===== src/rtl/filter_frame_ctrl_if.sv =====
// Pixel stream bundle around filter_frame_ctrl: source in, filter in/out, gated dst out.
// master is the controller side, slave is the surrounding datapath.
interface filter_frame_ctrl_if #(
    parameter int WIDTH = 8
);
    logic             src_valid;
    logic             src_ready;
    logic [WIDTH-1:0] src_r;
    logic [WIDTH-1:0] src_g;
    logic [WIDTH-1:0] src_b;
    logic             filt_reset;
    logic [WIDTH-1:0] filt_r;
    logic [WIDTH-1:0] filt_g;
    logic [WIDTH-1:0] filt_b;
    logic             filt_in_done;
    logic [WIDTH-1:0] filt_r_o;
    logic [WIDTH-1:0] filt_g_o;
    logic [WIDTH-1:0] filt_b_o;
    logic             filt_out_done;
    logic [WIDTH-1:0] dst_r;
    logic [WIDTH-1:0] dst_g;
    logic [WIDTH-1:0] dst_b;
    logic             dst_valid;

    modport master (
        input  src_valid, src_r, src_g, src_b,
        input  filt_r_o, filt_g_o, filt_b_o, filt_out_done,
        output src_ready, filt_reset,
        output filt_r, filt_g, filt_b, filt_in_done,
        output dst_r, dst_g, dst_b, dst_valid
    );

    modport slave (
        output src_valid, src_r, src_g, src_b,
        output filt_r_o, filt_g_o, filt_b_o, filt_out_done,
        input  src_ready, filt_reset,
        input  filt_r, filt_g, filt_b, filt_in_done,
        input  dst_r, dst_g, dst_b, dst_valid
    );
endinterface


===== src/rtl/filter_frame_ctrl.sv =====
// Frame sequencer for the sharpening filter: feeds a frame, flushes the line
// buffers with zero pixels, then gates exactly ROWS*COLS output pixels.
module filter_frame_ctrl #(
    parameter int WIDTH     = 8,
    parameter int ROWS      = 512,
    parameter int COLS      = 512,
    parameter int LINE_BITS = 10,
    parameter int FLUSH_PIX = 1026,
    parameter int TIMEOUT   = 4096
) (
    input  logic                 clk,
    input  logic                 reset,
    input  logic                 start,
    input  logic                 abort,
    filter_frame_ctrl_if.master  bus,
    output logic [LINE_BITS-1:0] row_idx,
    output logic [LINE_BITS-1:0] col_idx,
    output logic                 busy,
    output logic                 frame_done,
    output logic                 timeout_err
);
    localparam int CW = 2 * LINE_BITS + 1;
    localparam int FW = $clog2(FLUSH_PIX + 1);
    localparam int TW = $clog2(TIMEOUT + 1);
    localparam logic [CW-1:0] TOTAL = CW'(ROWS * COLS);

    typedef enum logic [2:0] {
        S_IDLE, S_FEED, S_FLUSH, S_DRAIN, S_DONE
    } state_e;

    state_e               state_q, state_d;
    logic [LINE_BITS-1:0] row_q, row_d, col_q, col_d;
    logic [CW-1:0]        out_cnt_q, out_cnt_d;
    logic [FW-1:0]        flush_cnt_q, flush_cnt_d;
    logic [TW-1:0]        idle_cnt_q, idle_cnt_d;
    logic [3*WIDTH-1:0]   filt_px_q, filt_px_d;
    logic                 filt_in_done_q, filt_in_done_d;
    logic [3*WIDTH-1:0]   dst_px_q, dst_px_d;
    logic                 dst_valid_q, dst_valid_d;
    logic                 terr_q, terr_d;

    logic src_ready, accept, launch, active, take;

    always_comb begin
        state_d        = state_q;
        row_d          = row_q;
        col_d          = col_q;
        out_cnt_d      = out_cnt_q;
        flush_cnt_d    = flush_cnt_q;
        idle_cnt_d     = '0;
        filt_px_d      = filt_px_q;
        filt_in_done_d = 1'b0;
        dst_px_d       = dst_px_q;
        dst_valid_d    = 1'b0;
        terr_d         = terr_q;

        src_ready = (state_q == S_FEED) && !abort;
        accept    = bus.src_valid && src_ready;
        launch    = (state_q == S_IDLE) && start && !abort;
        active    = (state_q == S_FEED) || (state_q == S_FLUSH)
                 || (state_q == S_DRAIN);
        take      = active && !abort && bus.filt_out_done
                 && (out_cnt_q < TOTAL);

        if (take) begin
            dst_px_d    = {bus.filt_r_o, bus.filt_g_o, bus.filt_b_o};
            dst_valid_d = 1'b1;
            out_cnt_d   = out_cnt_q + 1'b1;
        end

        unique case (state_q)
            S_IDLE: begin
                if (launch) begin
                    state_d     = S_FEED;
                    row_d       = '0;
                    col_d       = '0;
                    out_cnt_d   = '0;
                    flush_cnt_d = '0;
                    terr_d      = 1'b0;
                end
            end
            S_FEED: begin
                if (accept) begin
                    filt_px_d      = {bus.src_r, bus.src_g, bus.src_b};
                    filt_in_done_d = 1'b1;
                    if (col_q == LINE_BITS'(COLS - 1)) begin
                        col_d = '0;
                        if (row_q == LINE_BITS'(ROWS - 1)) begin
                            row_d       = '0;
                            flush_cnt_d = '0;
                            state_d     = S_FLUSH;
                        end else begin
                            row_d = row_q + 1'b1;
                        end
                    end else begin
                        col_d = col_q + 1'b1;
                    end
                end
            end
            S_FLUSH: begin
                filt_px_d      = '0;
                filt_in_done_d = 1'b1;
                flush_cnt_d    = flush_cnt_q + 1'b1;
                if (flush_cnt_q == FW'(FLUSH_PIX - 1)) begin
                    state_d = S_DRAIN;
                end
            end
            S_DRAIN: begin
                if (out_cnt_q == TOTAL) begin
                    state_d = S_DONE;
                end else begin
                    // Silence counter restarts on every filter output pulse
                    idle_cnt_d = bus.filt_out_done ? '0 : idle_cnt_q + 1'b1;
                    if (idle_cnt_d == TW'(TIMEOUT)) begin
                        terr_d  = 1'b1;
                        state_d = S_DONE;
                    end
                end
            end
            S_DONE:  state_d = S_IDLE;
            default: state_d = S_IDLE;
        endcase

        if (abort && (state_q != S_IDLE)) begin
            state_d        = S_IDLE;
            filt_in_done_d = 1'b0;
            dst_valid_d    = 1'b0;
        end
    end

    always_ff @(posedge clk) begin
        if (reset) begin
            state_q        <= S_IDLE;
            row_q          <= '0;
            col_q          <= '0;
            out_cnt_q      <= '0;
            flush_cnt_q    <= '0;
            idle_cnt_q     <= '0;
            filt_px_q      <= '0;
            filt_in_done_q <= 1'b0;
            dst_px_q       <= '0;
            dst_valid_q    <= 1'b0;
            terr_q         <= 1'b0;
        end else begin
            state_q        <= state_d;
            row_q          <= row_d;
            col_q          <= col_d;
            out_cnt_q      <= out_cnt_d;
            flush_cnt_q    <= flush_cnt_d;
            idle_cnt_q     <= idle_cnt_d;
            filt_px_q      <= filt_px_d;
            filt_in_done_q <= filt_in_done_d;
            dst_px_q       <= dst_px_d;
            dst_valid_q    <= dst_valid_d;
            terr_q         <= terr_d;
        end
    end

    assign bus.src_ready    = src_ready;
    assign bus.filt_reset   = launch;
    assign bus.filt_r       = filt_px_q[3*WIDTH-1:2*WIDTH];
    assign bus.filt_g       = filt_px_q[2*WIDTH-1:WIDTH];
    assign bus.filt_b       = filt_px_q[WIDTH-1:0];
    assign bus.filt_in_done = filt_in_done_q;
    assign bus.dst_r        = dst_px_q[3*WIDTH-1:2*WIDTH];
    assign bus.dst_g        = dst_px_q[2*WIDTH-1:WIDTH];
    assign bus.dst_b        = dst_px_q[WIDTH-1:0];
    assign bus.dst_valid    = dst_valid_q;
    assign row_idx          = row_q;
    assign col_idx          = col_q;
    assign busy             = (state_q != S_IDLE);
    assign frame_done       = (state_q == S_DONE);
    assign timeout_err      = terr_q;
endmodule

===== src/flat_wrapper.sv =====
// flat-port wrapper written by rule: the top's interface ports become plain ports
module filter_frame_ctrl_flat 
#(
    parameter int WIDTH     = 8,
    parameter int ROWS      = 512,
    parameter int COLS      = 512,
    parameter int LINE_BITS = 10,
    parameter int FLUSH_PIX = 1026,
    parameter int TIMEOUT   = 4096
)
  (clk, reset, start, abort, row_idx, col_idx, busy, frame_done, timeout_err, bus_src_valid, bus_src_r, bus_src_g, bus_src_b, bus_filt_r_o, bus_filt_g_o, bus_filt_b_o, bus_filt_out_done, bus_src_ready, bus_filt_reset, bus_filt_r, bus_filt_g, bus_filt_b, bus_filt_in_done, bus_dst_r, bus_dst_g, bus_dst_b, bus_dst_valid);
  filter_frame_ctrl_if #(.WIDTH(WIDTH)) bus_i ();
  input  logic clk;
  input  logic reset;
  input  logic start;
  input  logic abort;
  output logic [LINE_BITS-1:0] row_idx;
  output logic [LINE_BITS-1:0] col_idx;
  output logic busy;
  output logic frame_done;
  output logic timeout_err;
  input wire logic [$bits(bus_i.src_valid)-1:0] bus_src_valid;
  input wire logic [$bits(bus_i.src_r)-1:0] bus_src_r;
  input wire logic [$bits(bus_i.src_g)-1:0] bus_src_g;
  input wire logic [$bits(bus_i.src_b)-1:0] bus_src_b;
  input wire logic [$bits(bus_i.filt_r_o)-1:0] bus_filt_r_o;
  input wire logic [$bits(bus_i.filt_g_o)-1:0] bus_filt_g_o;
  input wire logic [$bits(bus_i.filt_b_o)-1:0] bus_filt_b_o;
  input wire logic [$bits(bus_i.filt_out_done)-1:0] bus_filt_out_done;
  output wire logic [$bits(bus_i.src_ready)-1:0] bus_src_ready;
  output wire logic [$bits(bus_i.filt_reset)-1:0] bus_filt_reset;
  output wire logic [$bits(bus_i.filt_r)-1:0] bus_filt_r;
  output wire logic [$bits(bus_i.filt_g)-1:0] bus_filt_g;
  output wire logic [$bits(bus_i.filt_b)-1:0] bus_filt_b;
  output wire logic [$bits(bus_i.filt_in_done)-1:0] bus_filt_in_done;
  output wire logic [$bits(bus_i.dst_r)-1:0] bus_dst_r;
  output wire logic [$bits(bus_i.dst_g)-1:0] bus_dst_g;
  output wire logic [$bits(bus_i.dst_b)-1:0] bus_dst_b;
  output wire logic [$bits(bus_i.dst_valid)-1:0] bus_dst_valid;
  assign bus_i.src_valid = bus_src_valid;
  assign bus_i.src_r = bus_src_r;
  assign bus_i.src_g = bus_src_g;
  assign bus_i.src_b = bus_src_b;
  assign bus_i.filt_r_o = bus_filt_r_o;
  assign bus_i.filt_g_o = bus_filt_g_o;
  assign bus_i.filt_b_o = bus_filt_b_o;
  assign bus_i.filt_out_done = bus_filt_out_done;
  assign bus_src_ready = bus_i.src_ready;
  assign bus_filt_reset = bus_i.filt_reset;
  assign bus_filt_r = bus_i.filt_r;
  assign bus_filt_g = bus_i.filt_g;
  assign bus_filt_b = bus_i.filt_b;
  assign bus_filt_in_done = bus_i.filt_in_done;
  assign bus_dst_r = bus_i.dst_r;
  assign bus_dst_g = bus_i.dst_g;
  assign bus_dst_b = bus_i.dst_b;
  assign bus_dst_valid = bus_i.dst_valid;
  filter_frame_ctrl #(.WIDTH(WIDTH), .ROWS(ROWS), .COLS(COLS), .LINE_BITS(LINE_BITS), .FLUSH_PIX(FLUSH_PIX), .TIMEOUT(TIMEOUT)) u_core (.clk(clk), .reset(reset), .start(start), .abort(abort), .bus(bus_i), .row_idx(row_idx), .col_idx(col_idx), .busy(busy), .frame_done(frame_done), .timeout_err(timeout_err));
endmodule

===== config.mk =====
export PLATFORM = sky130hd
export DESIGN_NAME = filter_frame_ctrl_flat
export DESIGN_NICKNAME = d
export VERILOG_FILES = /design/src/rtl/filter_frame_ctrl_if.sv /design/src/rtl/filter_frame_ctrl.sv /design/src/flat_wrapper.sv
export SDC_FILE = /design/constraint.sdc
export NUM_CORES = 1
export LEC_CHECK = 0
export CAP_MARGIN = 10
export CORE_MARGIN = 4
export CORE_UTILIZATION = 25
export DETAILED_ROUTE_END_ITERATION = 7
export GPL_ROUTABILITY_DRIVEN = 0
export HOLD_SLACK_MARGIN = 0.1
export PLACE_DENSITY = 0.5
export SYNTH_ARGS = -nofsm -noshare
export SYNTH_HDL_FRONTEND = slang
export SYNTH_SLANG_ARGS = --single-unit
export TNS_END_PERCENT = 100

===== constraint.sdc =====
create_clock -name clk -period 2.4 [get_ports clk]
set_clock_uncertainty 0.2 [all_clocks]
set_input_delay 0.48 -clock clk [delete_from_list [all_inputs] [get_ports clk]]
set_output_delay 0.48 -clock clk [all_outputs]
set_load 0.005 [all_outputs]

==> results.md, run 1 <==
Run status
• **status** finished clean

Synthesis
• **synth top area cells** dfxtp_1 (46%), nand2_1 (7.6%), a21oi_1 (6.0%)
• **most used standard cells in the synthesized netlist** dfxtp_1 (119), nand2_1 (104), nor2_1 (73), a21oi_1 (62), nand3_1 (35)
• **Synthesized Nets** 684
• **Yosys warning total** 0
• **Mean Syn Cell Area** 8.244 um2
• **post-synth cell types** 52
• **sequential area share after synthesis** 0.4638
• **post-synthesis cell area** 0.005136 mm2
• **biggest area consumer among synthesized cells** dfxtp_1
• **post-synth top area share** 0.4638
• **most common cell in the synthesized netlist** dfxtp_1
• **EDFF count, synth** 0
• **ys async rst share** 0
• **ys flop type** dfxtp_1
• **Seq cells post-synth** 119
• **post-synthesis instance total** 623

STA
• **transition time at the pin with the least slew margin** 611.0 ps
• **worst rel slew slack** 0.5890
• **RSZ-0062 raised after global routing** yes
• **TNS Setup** 0 ps
• **Slew Viols, Final** 0
• **Min Clock Period, post-route** 2315 ps
• **final hold slack** 170.5 ps
• **Hold Vio Cnt, Final** 0
• **final setup vio count** 0
• **Max Freq** 432.0 MHz
• **fin crit share** 0.9646

Layout
• **count of nets after finishing** 870
• **Fillers** 2048
• **combined flip-flop and latch cell area** 0.002394 mm2
• **area of combinational cells with multiple inputs** 0.002696 mm2
• **post-layout utilization of the core** 0.3925
• **fraction of layout instances using a drive strength above 1** 0.1642
• **area added between synthesis and finish** 54.62%
• **count of non-filler cells in the finished layout** 1093

Pwr
• **total leakage power** 2.777 nW
• **Internal Dissipation** 3.917 mW
• **clock power share** 0.509
• **peak ir drop on the vdd network** 0.0004666 V
• **power density over the cells** 646.7 mW/mm2
• **share of total power in combinational logic** 0.095
• **switching fraction of total power** 0.2374
• **register share of total power** 0.396
• **switching pwr** 1.219 mW

CTS
• **CTS tree** done
• **Skew-Pair Late Insertion Delay** 410 ps
• **number of hold buffers added after CTS** 0
• **Sinks on Clock Net** 119
• **maximum number of buffers from clock root to sink** 2
• **clock slew at the register clock pins of the worst setup and hold paths** 60 ps
• **cell chosen for the clock root** clkbuf_16
• **depth of the CTS H-tree** 4
• **number of clock buffers inserted by TritonCTS** 17

Global route
• **wire length of the first global-routing pass** 23850 um
• **gr ovfl total** 0
• **initial antenna violation count** 0
• **pin count of the biggest net entering global routing** 30
• **via count of the first global-routing pass** 4705
• **GRT Overall Usage** 0.1303

Floorplan
• **num ports** 129
• **Std-Cell Core Area** 0.02023 mm2
• **DIE WIDTH** 151.3 um
• **initial core utilization** 0.2538
• **vertical die dimension** 151.3 um
• **placement row count** 52
• **die outline area** 0.02290 mm2

Routing
• **per-cell via count in the routed design** 4.462
• **count of unresolved DRC violations after routing** 0
• **drt wl/cell** 13.53 um
• **starting DRC count in detailed routing** 299
• **routed vias** 4877
• **number of nets with antenna violations after detailed routing** 0
• **Total Routed Length** 14790 um
• **DRT Pass-1 Iters** 4

Placed design
• **count of placed standard cells including taps** 1055
• **half-perimeter wire length of the detailed placement result** 10690 um
• **count of buffers inserted at the top-level ports** 128

Flow run
• **max cap viols** 0

Worst setup path
• **required time reported for the critical path endpoint** 1720 ps
• **start-to-end type of the worst setup path** reg2out
• **startpoint kind of the worst setup timing path** register
• **type of element capturing the critical path** output pin
• **arrival time of the worst setup path** 1630 ps
• **maximum fanout encountered on the critical timing path** 10

Hold path
• **class of the tightest hold or removal check** in2reg

[routing by layer]
metal / track usage / wire [um] / up-vias
li1: - / - / 2531
met4: 0.03989 / 166 / 0
met3: 0.05147 / 898 / 15
met2: 0.2012 / 6942 / 77
met5: 0 / 0 / -
met1: 0.1673 / 6783 / 2254
[cell families (layout without fill, tap and decap cells)]
| family | count (synthesis) | count (layout) | synth area share |
|---|---|---|---|
| xor gates and xnor gates | 45 | 45 | 0.07674 |
| AOI/OAI and AO/OA | 103 | 103 | 0.1194 |
| other | 0 | 1 | 0 |
| DFF | 119 | 119 | 0.4638 |
| buffers and inverters | 45 | 244 | 0.03338 |
| muxes | 2 | 2 | 0.003898 |
| adders and majority gates | 7 | 7 | 0.01705 |
| and+or+nand+nor | 302 | 302 | 0.2857 |
[worst paths after layout]
path	from	to	slack [ps]	depth (start not counted)
max	u_core.state_q[1]	frame_done	90	3
min	reset	u_core.flush_cnt_q[3]	170	2
max reg2reg	u_core.out_cnt_q[19]	u_core.out_cnt_q[17]	130	5
min reg2reg	u_core.filt_px_q[8]	u_core.filt_px_q[8]	250	2
[placed cells by master, fill, tap and decap left out, types with 5 or more instances in the layout]
| cell | Yosys | routed |
|---|---|---|
| inv_1 | 13 | 13 |
| xor2_1 | 28 | 28 |
| clkbuf_16 | 0 | 17 |
| and4_1 | 6 | 6 |
| clkinv_4 | 0 | 5 |
| dfxtp_1 | 119 | 112 |
| nand3_1 | 35 | 34 |
| xnor2_1 | 17 | 17 |
| nor3_1 | 13 | 11 |
| or3_1 | 7 | 5 |
| nand4_1 | 20 | 20 |
| buf_4 | 0 | 65 |
| and3_1 | 11 | 11 |
| a21oi_1 | 62 | 60 |
| nor2_1 | 73 | 72 |
| o21ai_0 | 6 | 5 |
| nor4_1 | 6 | 5 |
| clkdlybuf4s50_1 | 0 | 123 |
| dfxtp_2 | 0 | 6 |
| nand2_1 | 104 | 104 |
| o21ai_1 | 4 | 5 |
[final cells by class]
type | count | share of cell area
inverter | 13 | 0.006145
antenna | 1 | 0.0003151
clock buffer | 18 | 0.05404
sequential | 119 | 0.3014
tap | 270 | 0.04254
clock inverter | 14 | 0.02222
timing repair buffer | 199 | 0.2338
multi-input combinational | 459 | 0.3395
[power by group through the flow]
| stage | Sequential, mW | Clock [mW] | Combinational [mW] |
|---|---|---|---|
| after floorplan | 2.07 | 0 | 0.190 |
| after global placement | 2.07 | 0 | 0.475 |
| after detailed placement | 2.08 | 0 | 0.471 |
| after CTS | 2.03 | 2.69 | 0.476 |
| after global routing | 2.04 | 2.78 | 0.535 |
| final | 2.03 | 2.61 | 0.488 |
[metrics by stage]
| step | instance area, um2 | power (mW) | setup slack [ps] |
|---|---|---|---|
| final | 7941 | 5.136 | 85.07 |
| after global routing | 7939 | 5.352 | -5.542 |
| after CTS | 7814 | 5.194 | 30.55 |
| after detailed placement | 7172 | 2.547 | -393.2 |
| after global placement | 7172 | 2.550 | -378.7 |
| after floorplan | 5144 | 2.264 | 4.371 |
[flip-flops by register name, indices dropped and copies added (netlist names)]
name                     flops
u_core.bus.dst_valid         1
u_core.bus.filt_in_done      1
u_core.col_idx              10
u_core.dst_px_q             24
u_core.filt_px_q            24
u_core.flush_cnt_q          11
u_core.idle_cnt_q           13
u_core.out_cnt_q            21
u_core.row_idx              10
u_core.state_q               3
u_core.timeout_err           1
[worst max-delay path: stages, from the launching register on]
cell and delay [ps]:
dfxtp_2 380, nor2_4 150, and2_1 180, clkdlybuf4s50_1 510
[timing repair]
| action | CTS | global route |
|---|---|---|
| gates resized for setup | 16 | 19 |
| hold endpoints to repair | 0 | 0 |
| setup buffers | 0 | 5 |
| pin swaps | 2 | 11 |
| endpoints found under the setup margin | 8 | 26 |
(Power assumes the default switching activity.)
==> inputs of run 2 (changes only) <==
--- a/config.mk
+++ b/config.mk
@@ -12,6 +12,7 @@
 export GPL_ROUTABILITY_DRIVEN = 0
 export HOLD_SLACK_MARGIN = 0.1
 export PLACE_DENSITY = 0.5
+export SLEW_MARGIN = 20
 export SYNTH_ARGS = -nofsm -noshare
 export SYNTH_HDL_FRONTEND = slang
 export SYNTH_SLANG_ARGS = --single-unit
==> results of run 2 <==
No change in the layout: final DEF, timing and power equal those of run 1.
==> inputs of run 3 (changes only) <==
--- a/config.mk
+++ b/config.mk
@@ -12,6 +12,7 @@
 export GPL_ROUTABILITY_DRIVEN = 0
 export HOLD_SLACK_MARGIN = 0.1
 export PLACE_DENSITY = 0.5
+export RECOVER_POWER = 100
 export SLEW_MARGIN = 20
 export SYNTH_ARGS = -nofsm -noshare
 export SYNTH_HDL_FRONTEND = slang
==> constraint.sdc (replaced) <==
create_clock -name clk -period 2.4 [get_ports clk]
set_clock_uncertainty 0.2 [all_clocks]
set_input_delay 0.72 -clock clk [delete_from_list [all_inputs] [get_ports clk]]
set_output_delay 0.72 -clock clk [all_outputs]
set_load 0.005 [all_outputs]
==> run 3 against run 2 <==
Non-clock buffer count up 10; first-iteration DRC count is 35% lower; worst setup slack lost 58 ps.
==> results.md, run 3 (synthesis results as in run 1) <==
Run status
• **status** finished clean

Floorplan
• **Std-Cell Core Area** 0.02023 mm2
• **DIE WIDTH** 151.3 um
• **vertical die dimension** 151.3 um
• **initial core utilization** 0.2538
• **die outline area** 0.02290 mm2
• **placement row count** 52
• **num ports** 129

Worst setup path
• **arrival time of the worst setup path** 1450 ps
• **required time reported for the critical path endpoint** 1480 ps
• **type of element capturing the critical path** output pin
• **Worst Reg2Reg Path Length in Cells** 7
• **startpoint kind of the worst setup timing path** input pin
• **start-to-end type of the worst setup path** in2out
• **maximum fanout encountered on the critical timing path** 3

Layout
• **Top Registers** u_core.dst_px_q: 24 flops, u_core.filt_px_q: 24 flops, u_core.out_cnt_q: 21 flops
• **commonest non-fill, non-tap cell in the layout** dfxtp_1
• **fraction of layout instances using a drive strength above 1** 0.1599
• **count of non-filler cells in the finished layout** 1102
• **count of nets after finishing** 880
• **antenna cell count** 0
• **area added between synthesis and finish** 54.20%
• **Fillers** 2080
• **highest-count cells in the layout ignoring fill and taps** dfxtp_1 (111), nand2_1 (104), nor2_1 (71)

Global route
• **initial antenna violation count** 0
• **GRT Overall Usage** 0.1293
• **via count of the first global-routing pass** 4646
• **wire length of the first global-routing pass** 23400 um
• **pin count of the biggest net entering global routing** 31
• **gr ovfl total** 0

STA
• **Slew Viols, Final** 0
• **final hold slack** 249.1 ps
• **fin crit share** 0.9888
• **worst rel slew slack** 0.3832
• **Hold Vio Cnt, Final** 0
• **Min Clock Period, post-route** 2373 ps
• **Max Freq** 421.4 MHz
• **final setup vio count** 0
• **RSZ-0062 raised after global routing** yes
• **transition time at the pin with the least slew margin** 925.2 ps

Pwr
• **peak ir drop on the vdd network** 0.0004367 V
• **post-route total power** 5.061 mW
• **total leakage power** 2.974 nW
• **power density over the cells** 639.0 mW/mm2

Routing
• **Total Routed Length** 14900 um
• **number of nets with antenna violations after detailed routing** 0
• **drt wl/cell** 13.52 um
• **DRT Pass-1 Iters** 4
• **starting DRC count in detailed routing** 195
• **count of unresolved DRC violations after routing** 0
• **routed vias** 4926
• **per-cell via count in the routed design** 4.470

CTS
• **Sinks on Clock Net** 119
• **number of clock buffers inserted by TritonCTS** 17
• **maximum number of buffers from clock root to sink** 2
• **CTS tree** done
• **cell chosen for the clock root** clkbuf_16
• **number of hold buffers added after CTS** 0
• **Skew-Pair Late Insertion Delay** 420 ps
• **depth of the CTS H-tree** 4
• **clock slew at the register clock pins of the worst setup and hold paths** 60 ps

Hold path
• **class of the tightest hold or removal check** reg2reg
• **depth of the worst hold-timing path** 2

Placed design
• **count of placed standard cells including taps** 1065
• **half-perimeter wire length of the detailed placement result** 11010 um
• **count of buffers inserted at the top-level ports** 128

Flow run
• **max cap viols** 0

## run 3: changes by cell type in the layout (fill, tap and decap cells not counted), moves of 8 or more
cell	delta
buf_4	-12
dlygate4sd3_1	+54
clkbuf_2	+8
clkdlybuf4s50_1	-59
clkbuf_1	+15
## run 3: worst paths after layout
check / from / end / slack (ps)
setup / recovery: abort / bus_filt_reset / 30
hold / removal: u_core.filt_px_q[12] / u_core.filt_px_q[12] / 250
setup reg to reg: u_core.row_idx[0] / u_core.flush_cnt_q[10] / 90
hold reg to reg: u_core.filt_px_q[12] / u_core.filt_px_q[12] / 250
## run 3: layer usage
layer | vias to the layer above | routed length (um) | part of all wire | track usage
met4 | 0 | 198 | 0.013 | 0.05077
met3 | 18 | 883 | 0.059 | 0.04488
met2 | 90 | 6719 | 0.45 | 0.1974
li1 | 2562 | - | - | -
met5 | - | 0 | 0 | 0
met1 | 2256 | 7098 | 0.48 | 0.1673
## run 3: critical path: stages
cell,delay [ps]
clkdlybuf4s15_2,220
nor2_1,80
and3_1,210
clkdlybuf4s15_1,220
## run 3: layout make-up
cell class / count / area, um2 / share of cell area
flip-flops and latches: 119 / 2400 / 0.3030
multi-input cells: 459 / 2686 / 0.3392
inverters: 13 / 48.80 / 0.006161
clock inverters: 11 / 151.4 / 0.01912
well taps: 270 / 337.8 / 0.04265
clock buffers: 21 / 440.4 / 0.05561
repair buffers: 209 / 1856 / 0.2343
## run 3: what timing repair did
| item | 4_1_cts | 5_1_grt |
|---|---|---|
| buffers inserted | 5 | 0 |
| resized for setup | 30 | 18 |
| hold endpoints to repair | 0 | 0 |
| pin swaps | 5 | 6 |
| setup endpoints to repair | 68 | 38 |
## run 3: power breakdown
part	switching (mW)	internal, mW	leakage [nW]
Clock	0.921	1.63	0.273
Sequential	0.0212	2.01	0.965
Combinational	0.224	0.253	1.74
## run 3: through the flow
| step | setup TNS (ps) | setup WS (ps) | area (um2) | util |
|---|---|---|---|---|
| final | 0 | 26.83 | 7920 | 0.3914 |
| after global routing | -142.0 | -29.64 | 7920 | 0.3914 |
| after CTS | -87.71 | -87.71 | 7966 | 0.3937 |
| after detailed placement | -43180 | -738.2 | 7287 | 0.3601 |
| after global placement | -41960 | -712.4 | 7287 | 0.3601 |
| after floorplan | -339.8 | -83.78 | 5172 | - |
